$ cat config.mk
export PLATFORM = sky130hd
export DESIGN_NAME = reversible_adder_garbage_reclaimer
export DESIGN_NICKNAME = d
export VERILOG_FILES = /design/src/rtl/reversible_adder_garbage_reclaimer.sv
export SDC_FILE = /design/constraint.sdc
export NUM_CORES = 1
export LEC_CHECK = 0
export BUFFER_PORTS_ARGS = -buffer_cell sky130_fd_sc_hd__clkbuf_2
export CORE_MARGIN = 2
export CORE_UTILIZATION = 59
export CTS_BUF_LIST = sky130_fd_sc_hd__clkbuf_8
export DETAILED_ROUTE_END_ITERATION = 6
export GPL_TIMING_DRIVEN = 0
export PLACE_DENSITY_LB_ADDON = 0.08
export SETUP_SLACK_MARGIN = 0.2
export SYNTH_ARGS = -nofsm -noshare
export SYNTH_HDL_FRONTEND = slang
export SYNTH_SLANG_ARGS = --single-unit
export TNS_END_PERCENT = 5
$ cat constraint.sdc
create_clock -name clk -period 4.5 [get_ports clk]
set_clock_uncertainty 0.05 [all_clocks]
set_input_delay 0.675 -clock clk [delete_from_list [all_inputs] [get_ports clk]]
set_output_delay 0.675 -clock clk [all_outputs]
set_load 0.02 [all_outputs]
$ cat src/rtl/reversible_adder_garbage_reclaimer.sv
// reversible_adder_garbage_reclaimer
// Sits behind an 8-bit Peres-gate ripple adder. It takes the sum, the carry-out
// and the garbage lines, and walks the stages LSB first. For each stage it
// recovers operand b, recomputes the carry and restores the ancilla. The cleaned
// result, with ancilla and carry error flags, is presented on a valid/ready port.
// Optional feature: define RECLAIM_ERRCNT_EN to build the saturating 8-bit
// count of bad results on err_count. Without it, err_count is tied to zero.
module reversible_adder_garbage_reclaimer #(
  parameter int WIDTH = 8,
  parameter int IDX_W = 3
) (
  input  logic             clk,
  input  logic             rst,
  input  logic             in_valid,
  output logic             in_ready,
  input  logic [WIDTH-1:0] in_sum,
  input  logic             in_cout,
  input  logic             in_cin,
  input  logic [WIDTH-1:0] in_g_a,
  input  logic [WIDTH-1:0] in_g_ab,
  output logic             out_valid,
  input  logic             out_ready,
  output logic [WIDTH-1:0] out_a,
  output logic [WIDTH-1:0] out_b,
  output logic [WIDTH-1:0] out_sum,
  output logic             out_cout,
  output logic             out_anc_ok,
  output logic [WIDTH-1:0] out_bad_mask,
  output logic             out_carry_err,
  output logic [7:0]       err_count
);

  typedef enum logic [1:0] {
    IDLE = 2'd0,
    WALK = 2'd1,
    DONE = 2'd2
  } state_t;

  // Undo one Peres stage. The function returns {b, restored ancilla, carry out}.
  // If the ancilla was restored correctly it reads back as 0.
  function automatic logic [2:0] peres_uncompute(input logic sum_bit,
                                                 input logic a_bit,
                                                 input logic g_ab_bit,
                                                 input logic c_bit);
    logic b_bit;
    logic anc_bit;
    logic c_next;
    b_bit   = sum_bit ^ a_bit ^ c_bit;
    anc_bit = g_ab_bit ^ (a_bit & b_bit);
    c_next  = ((a_bit ^ b_bit) & c_bit) ^ (a_bit & b_bit);
    return {b_bit, anc_bit, c_next};
  endfunction

  state_t           state_r;
  logic [IDX_W-1:0] idx_r;
  logic             carry_r;
  logic             in_ready_r;
  logic             valid_r;
  logic [WIDTH-1:0] a_r;
  logic [WIDTH-1:0] sum_r;
  logic             cout_r;
  logic [WIDTH-1:0] g_ab_r;
  logic [WIDTH-1:0] b_r;
  logic [WIDTH-1:0] mask_r;
  logic             anc_ok_r;
  logic             carry_err_r;

  logic [2:0]       stage_s;
  logic [WIDTH-1:0] b_next_s;
  logic [WIDTH-1:0] mask_next_s;
  logic             last_bit_s;

  // Evaluate the stage at idx and form the b/mask words with that bit merged in.
  always_comb begin
    stage_s              = peres_uncompute(sum_r[idx_r], a_r[idx_r], g_ab_r[idx_r], carry_r);
    b_next_s             = b_r;
    b_next_s[idx_r]      = stage_s[2];
    mask_next_s          = mask_r;
    mask_next_s[idx_r]   = stage_s[1];
    last_bit_s           = (idx_r == IDX_W'(WIDTH - 1));
  end

  // Control FSM plus all result registers. Reset drops any in-flight item.
  always_ff @(posedge clk or posedge rst) begin
    if (rst) begin
      state_r     <= IDLE;
      idx_r       <= {IDX_W{1'b0}};
      carry_r     <= 1'b0;
      in_ready_r  <= 1'b1;
      valid_r     <= 1'b0;
      a_r         <= {WIDTH{1'b0}};
      sum_r       <= {WIDTH{1'b0}};
      cout_r      <= 1'b0;
      g_ab_r      <= {WIDTH{1'b0}};
      b_r         <= {WIDTH{1'b0}};
      mask_r      <= {WIDTH{1'b0}};
      anc_ok_r    <= 1'b0;
      carry_err_r <= 1'b0;
    end else begin
      case (state_r)
        IDLE: begin
          if (in_valid) begin
            a_r         <= in_g_a;
            sum_r       <= in_sum;
            cout_r      <= in_cout;
            g_ab_r      <= in_g_ab;
            carry_r     <= in_cin;
            idx_r       <= {IDX_W{1'b0}};
            b_r         <= {WIDTH{1'b0}};
            mask_r      <= {WIDTH{1'b0}};
            anc_ok_r    <= 1'b0;
            carry_err_r <= 1'b0;
            in_ready_r  <= 1'b0;
            state_r     <= WALK;
          end else begin
            in_ready_r  <= 1'b1;
          end
        end
        WALK: begin
          b_r     <= b_next_s;
          mask_r  <= mask_next_s;
          carry_r <= stage_s[0];
          if (last_bit_s) begin
            carry_err_r <= (stage_s[0] != cout_r);
            anc_ok_r    <= ~|mask_next_s;
            valid_r     <= 1'b1;
            state_r     <= DONE;
          end else begin
            idx_r <= idx_r + IDX_W'(1);
          end
        end
        DONE: begin
          if (out_ready) begin
            valid_r    <= 1'b0;
            in_ready_r <= 1'b1;
            state_r    <= IDLE;
          end else begin
            valid_r    <= 1'b1;
          end
        end
        default: begin
          valid_r    <= 1'b0;
          in_ready_r <= 1'b1;
          state_r    <= IDLE;
        end
      endcase
    end
  end

`ifdef RECLAIM_ERRCNT_EN
  logic [7:0] err_count_r;

  // Count delivered results that carry an ancilla or carry fault. The count saturates at 255.
  always_ff @(posedge clk or posedge rst) begin
    if (rst) begin
      err_count_r <= 8'd0;
    end else if (valid_r && out_ready && (~anc_ok_r | carry_err_r) && (err_count_r != 8'hFF)) begin
      err_count_r <= err_count_r + 8'd1;
    end else begin
      err_count_r <= err_count_r;
    end
  end

  assign err_count = err_count_r;
`else
  assign err_count = 8'd0;
`endif

  assign in_ready      = in_ready_r;
  assign out_valid     = valid_r;
  assign out_a         = a_r;
  assign out_b         = b_r;
  assign out_sum       = sum_r;
  assign out_cout      = cout_r;
  assign out_anc_ok    = anc_ok_r;
  assign out_bad_mask  = mask_r;
  assign out_carry_err = carry_err_r;

endmodule
==> results of run 1 <==
## layout by cell type, fill, tap and decap left out, types with 3 or more instances in the layout
cell type	instances
a211oi_1	5
a21oi_1	8
a22o_1	3
a31oi_1	6
buf_4	8
clkbuf_1	9
clkbuf_2	66
clkbuf_8	6
conb_1	8
dfrtp_1	50
ha_1	5
inv_1	9
mux2_2	25
mux2i_1	5
mux4_2	4
nand2_1	21
nand2b_1	9
nor2_1	15
nor2b_1	4
o21a_1	3
o21ai_0	6
o21ai_1	6
o22ai_1	7
o311ai_0	3
## sequential cells by signal (all words and copies together), names as in the netlist
name	flops
out_a	8
idx_r	3
out_cout	1
out_valid	1
out_carry_err	1
out_anc_ok	1
out_bad_mask	8
in_ready	1
carry_r	1
state_r	2
out_b	8
out_sum	8
g_ab_r	8
## worst paths after layout
path                             from              end  cells past startpoint
min in group clk           out_anc_ok       out_anc_ok                      2
setup reg to reg           state_r[0]         out_b[0]                      9
setup / recovery           state_r[0]         out_b[0]                      9
max in group asynchronous         rst  out_bad_mask[7]                      3
hold reg to reg            out_anc_ok       out_anc_ok                      2
hold / removal                    rst         out_a[3]                      2
## area by class of cell
class	count	area share (%)
clock buffer	6	2.48
timing repair buffer	67	10.5
clock inverter	2	1.05
buffer	22	3.68
inverter	11	1.24
tap	52	1.95
multi-input combinational	177	40.7
sequential	51	38.4
## cell families (layout without fill, tap and decap cells)
| logic type | count (synthesis) | in the layout | synth area share [%] |
|---|---|---|---|
| compound gates | 63 | 63 | 16.6 |
| xor+xnor | 2 | 2 | 0.632 |
| fa+ha+maj | 5 | 5 | 2.26 |
| buf+inv | 33 | 108 | 5.92 |
| flops | 51 | 51 | 46.1 |
| mux | 36 | 36 | 16.5 |
| other cells | 1 | 8 | 0.135 |
| simple gates | 63 | 63 | 11.8 |
## critical path: cells and delay by family (launching register included)
family                     cells  cell delay (ps)
and+or+nand+nor                2              370
DFF                            1              390
AOI/OAI and AO/OA              2              500
buffers and inverters          4              900
adders and majority gates      1              190
## through the flow
step                      utilization [%]  instances
after global placement               71.8        379
after CTS                            74.9        388
after floorplan                         -        261
final                                74.9        388
after detailed placement             72.3        380
after global routing                 74.9        388
## routing by layer
layer  track usage [%]  share of wire (%)  vias to the layer above
li1                  -                  -                     1062
met1              34.8                 45                     1051
met2              40.6                 47                       78
met3              5.56                6.8                        8
met4              7.20                1.4                        0
met5                 0                  0                        -
## power by group through the flow
stage | clock, mW | sequential (mW) | combinational [mW]
finish | 0.330 | 0.779 | 1.44
global route | 0.350 | 0.800 | 1.58
CTS | 0.334 | 0.777 | 1.44
detailed placement | 0 | 0.786 | 1.43
global placement | 0 | 0.775 | 1.39
floorplan | 0 | 0.900 | 0.940
==> qor.csv, run 1 <==
stage;metric;value;unit
floorplan;die_w;72.5;µm
synth;yosysTopAreaCell;dfrtp_1;
timing;max_freq;0.398;GHz
timing;rsz0062_at_grt;no;
synth;synth_warnings;0;
timing;fin_crit;2510;ps
synth;ys_ff_latch;51;
cts;clock_latency;300;ps
synth;yosysMostFrequentCell;dfrtp_1;
synth;avgSynthCellArea;10.9;µm²
timing;finalHoldViolations;0;
synth;syn-cell-area;2770;µm²
cts;clock_tree.root_cell;clkbuf_8;
power_and_ir_drop;pwr-share-seq;30.6;%
timing;holdWs;339;ps
power_and_ir_drop;sw_frac_of_total;44.6;%
cells_and_area;drive_gt1_share;39.0;%
timing;slew_headroom;51.7;%
place;placed_cell_area;3210;µm²
cts;postCtsResizedCells;0;
synth;synth.area.top_cells;dfrtp_1 (45%), mux2_2 (10%), mux4_2 (3.3%);
power_and_ir_drop;p_clk_share;13.0;%
cts;htreeDepth;2;
cells_and_area;multi_input_area;1360;µm²
synth;synthArstFlopShare;100;%
grt;grt_max_degree;29;
cts;clock-sinks;51;
floorplan;dieHeight;72.5;µm
status;status;complete, no violations;
setup_path;reg2reg_setup_slack;1990;ps
cells_and_area;fin_nets;370;
setup_path;cpMostUsedCell;clkbuf_1;
cts;postCtsSetupBuffers;0;
route;firstDrtPassIters;4;
route;vias;2199;
power_and_ir_drop;power_switching;1.13;mW
flow_run;cap_viol_max_count;0;
timing;finalSetupTns;0;ps
floorplan;die_area;5260;µm²
grt;grt_pass1_wl;10.2;mm
place;hpwl;4.54;mm
power_and_ir_drop;p_per_area;764;nW/µm²
timing;min_period_over_period;55.9;%
cells_and_area;area_delta_synth_final;20.2;%
worst_hold_path;hold_path.class;input pin to asynchronous set/reset pin;
grt;antenna_found_initial;0;
floorplan;ios;75;
cts;tritoncts;yes;
route;ant_nets;0;
setup_path;endpoint_kind;flip-flop;
timing;setup_ws;1990;ps
route;drt_iter0_drc;145;
route;viasPerCell;5.67;
synth;yosys.cell_types.count;56;
timing;finalMaxSlewViolations;0;
floorplan;floorplan.rows;24;
place;io_buffer_count;66;
setup_path;crit_required;4630;ps
cells_and_area;antenna_cells;0;
power_and_ir_drop;internal_power;1.41;mW
grt;overflow;0;
cells_and_area;fillers;324;
synth;synthFlopType;dfrtp_1;
synth;synth_edf_count;0;
floorplan;core;4440;µm²
power_and_ir_drop;leakage;1.57;nW
cells_and_area;design_area;3330;µm²
synth;ys_top_cells_by_count;dfrtp_1 (50), mux2_2 (25), nand2_1 (21);
setup_path;worstPathArrival;2640;ps
cts;path_clk_slew;90;ps
timing;setup_viol;0;
cells_and_area;register_area;1280;µm²
synth;synth_seq_area_share;46.1;%
setup_path;critPathSlowestCell;dfrtp_1;
setup_path;critPathMaxStageDelay;390;ps
synth;synthCells;254;
grt;grt.total_usage;25.3;%
cts;hold_buffers;0;
timing;tightest_slew;719;ps
cts;clock_path_buffers;2;
grt;first_global_vias;2148;
synth;synth_top_area_share;45.2;%
power_and_ir_drop;irDropWorstVdd;0.000514;V
floorplan;start_util;62.3;%
setup_path;path_cells;inv_1 > ha_1 > clkbuf_1 > nand2b_1 > clkbuf_1 > o21ai_1 > clkbuf_1 > nor4_1 > o32ai_2;
cts;numCtsBuffers;5;
power_and_ir_drop;combPwrFrac;56.4;%
place;place_ws;2050;ps
route;totalWireLength;6.02;mm
setup_path;cp-start-kind;flip-flop;
place;gp_congestion;0.866;
setup_path;worstPathMaxFanout;10;
setup_path;worstSetupPathType;flip-flop to flip-flop;
power_and_ir_drop;power;2.54;mW
route;drcViolationCount;0;
route;post_drt_wl_per_cell;15.5;µm
Power figures use the tool's default switching activity.
==> run 2: changes to the inputs <==
--- a/config.mk
+++ b/config.mk
@@ -7,7 +7,7 @@
 export LEC_CHECK = 0
 export BUFFER_PORTS_ARGS = -buffer_cell sky130_fd_sc_hd__clkbuf_2
 export CORE_MARGIN = 2
-export CORE_UTILIZATION = 59
+export CORE_UTILIZATION = 49
 export CTS_BUF_LIST = sky130_fd_sc_hd__clkbuf_8
 export DETAILED_ROUTE_END_ITERATION = 6
 export GPL_TIMING_DRIVEN = 0
==> constraint.sdc (replaced) <==
create_clock -name clk -period 2.26 [get_ports clk]
set_clock_uncertainty 0.05 [all_clocks]
set_input_delay 0.339 -clock clk [delete_from_list [all_inputs] [get_ports clk]]
set_output_delay 0.339 -clock clk [all_outputs]
set_load 0.02 [all_outputs]
==> qor.csv, run 2 (synthesis gave the netlist of run 1 again) <==
stage;metric;value;unit;change
setup_path;critPathSlowestCell;mux4_2;;
cts;clock_latency;300;ps;about the same
flow_run;cap_viol_max_count;0;;unchanged
power_and_ir_drop;p_per_area;1590;nW/µm²;+110%
cts;tritoncts;yes;;
cts;htreeDepth;2;;unchanged
setup_path;crit_end;out_bad_mask[6];;
timing;max_freq;0.423;GHz;+6.4%
setup_path;reg2reg_setup_slack;-100;ps;-2090 ps
status;status;complete, but fails checks;;
route;vias;2239;;+1.8%
floorplan;die_area;6270;µm²;+19%
grt;grt.met3_usage;4.55;%;-1.0 points
setup_path;worstSetupPathType;flip-flop to flip-flop;;
timing;min_period_over_period;105;%;+49 points
worst_hold_path;hold_path.class;input pin to flip-flop;;
timing;finalMaxSlewViolations;0;;unchanged
cts;numCtsBuffers;5;;unchanged
route;ant_nets;0;;unchanged
timing;holdWs;197;ps;-142 ps
setup_path;reg2reg_from;idx_r[0];;
floorplan;ios;75;;unchanged
grt;grt_pass1_wl;10.4;mm;+1.3%
setup_path;critPathMaxStageDelay;530;ps;+140 ps
setup_path;worstPathArrival;2530;ps;-110 ps
floorplan;floorplan.rows;27;;+13%
status;failed_checks;setup timing;;
setup_path;worstPathMaxFanout;8;;-2
route;drcViolationCount;0;;unchanged
cells_and_area;most-common-layout-cells;clkbuf_2 (72), dfrtp_1 (50), mux2_2 (25);;
floorplan;dieHeight;79.2;µm;+9.2%
place;place_ws;-245;ps;-2290 ps
cts;clock-sinks;51;;unchanged
cells_and_area;fin_nets;381;;+3.0%
floorplan;core;5470;µm²;+23%
timing;fin_crit;2360;ps;-151 ps
place;gp_congestion;0.871;;+0.62%
place;io_buffer_count;66;;unchanged
cells_and_area;drive_gt1_share;46.4;%;+7.4 points
grt;grt_max_degree;39;;+34%
route;totalWireLength;6.32;mm;+4.9%
route;firstDrtPassIters;4;;unchanged
cells_and_area;fillers;451;;+39%
grt;first_global_vias;2159;;+0.51%
timing;rsz0062_at_grt;yes;;
cells_and_area;multi_input_area;1430;µm²;+5.8%
cells_and_area;antenna_cells;0;;unchanged
cells_and_area;utilization;65.2;%;-9.7 points
route;drt_iter0_drc;161;;+11%
setup_path;cpMostUsedCell;buf_6;;
grt;met1_usage;28.7;%;-6.1 points
grt;met2_usage;34.4;%;-6.2 points
setup_path;r2r-end;out_bad_mask[6];;
power_and_ir_drop;irDropWorstVdd;0.000808;V;+57%
cells_and_area;final_common_cell;clkbuf_2;;
place;hpwl;4.51;mm;-0.57%
power_and_ir_drop;leakage;1.68;nW;+6.7%
timing;setup_ws;-104;ps;-2090 ps
grt;busiest_layer;met2;;
setup_path;crit_required;2430;ps;-2200 ps
timing;setup_viol;13;;+13
floorplan;start_util;50.6;%;-12 points
grt;overflow;0;;unchanged
setup_path;r2r_cells;9;;unchanged
setup_path;path_cells;buf_8 > mux4_2 > mux2i_4 > buf_6 > nor3_4 > xor2_2 > or2_1 > buf_6 > o31ai_2;;
cts;clock_tree.root_cell;clkbuf_8;;
grt;grt.total_usage;21.3;%;-4.0 points
cells_and_area;area_delta_synth_final;28.8;%;
cts;path_clk_slew;90;ps;about the same
route;viasPerCell;5.34;;-5.7%
cells_and_area;register_area;1280;µm²;unchanged
setup_path;crit_path_start;idx_r[0];;
floorplan;die_w;79.2;µm;+9.2%
timing;finalHoldViolations;0;;unchanged
setup_path;cp-start-kind;flip-flop;;
cts;clock_path_buffers;2;;unchanged
grt;antenna_found_initial;0;;unchanged
route;post_drt_wl_per_cell;15.1;µm;-2.8%
setup_path;endpoint_kind;flip-flop;;
==> run 2: cell count changes in the layout (fill, tap and decap cells not counted), sizes merged <==
cell	change
bufbuf	+1
buf	+9
dlygate4sd3	+1
==> run 2: per-layer routing <==
layer	vias to the layer above	routed length, µm
met1	1072	2770
met5	-	0
li1	1086	-
met4	0	42
met3	4	333
met2	77	3180
==> run 2: repair_timing <==
action,in CTS,in global routing
hold buffers,1,0
buffers inserted,9,0
endpoints found under the hold margin,12,0
cloned,1,0
pin swaps,11,8
setup endpoints to repair,39,20
resized for setup,17,11
==> run 2: worst min-delay path by stage <==
stage / from / end / slack, ps / depth (start not counted)
2_1_floorplan: in_valid / in_ready / 350 / 1
3_3_place_gp: out_anc_ok / out_anc_ok / 420 / 2
3_5_place_dp: rst / state_r[1] / 250 / 2
4_1_cts: in_valid / in_ready / 190 / 2
5_1_grt: in_valid / in_ready / 200 / 2
6_report: in_valid / in_ready / 200 / 2
==> run 2: critical path: cells and delay by family, from the launching register on <==
family	cells	cell delay, ps
buffers and inverters	3	440
xor gates and xnor gates	1	190
muxes	2	710
and+or+nand+nor	2	280
DFF	1	430
AOI/OAI and AO/OA	1	160
==> run 2: final cells by class <==
class / instances / area share, %
multi-input combinational: 177 / 40.2
sequential: 51 / 35.8
timing repair buffer: 78 / 13.0
buffer: 22 / 4.03
tap: 72 / 2.52
clock buffer: 6 / 2.31
inverter: 11 / 1.16
clock inverter: 2 / 0.982
==> run 2: through the flow <==
stage | cell area [µm²] | std cells | power [mW] | setup TNS [ps]
6_report | 3570 | 419 | 5.66 | -855
5_1_grt | 3570 | 419 | 6.04 | -2070
4_1_cts | 3530 | 419 | 5.58 | -775
3_5_place_dp | 3240 | 400 | 4.44 | -1840
3_3_place_gp | 3220 | 399 | 4.37 | -3410
2_1_floorplan | 2800 | 261 | 3.69 | 0
==> run 2: where the power goes <==
group / leakage (nW) / internal [mW] / switching (mW)
Sequential: 0.639 / 1.28 / 0.283
Combinational: 0.979 / 1.58 / 1.86
Clock: 0.0612 / 0.359 / 0.299
Total: 1.68 / 3.22 / 2.45
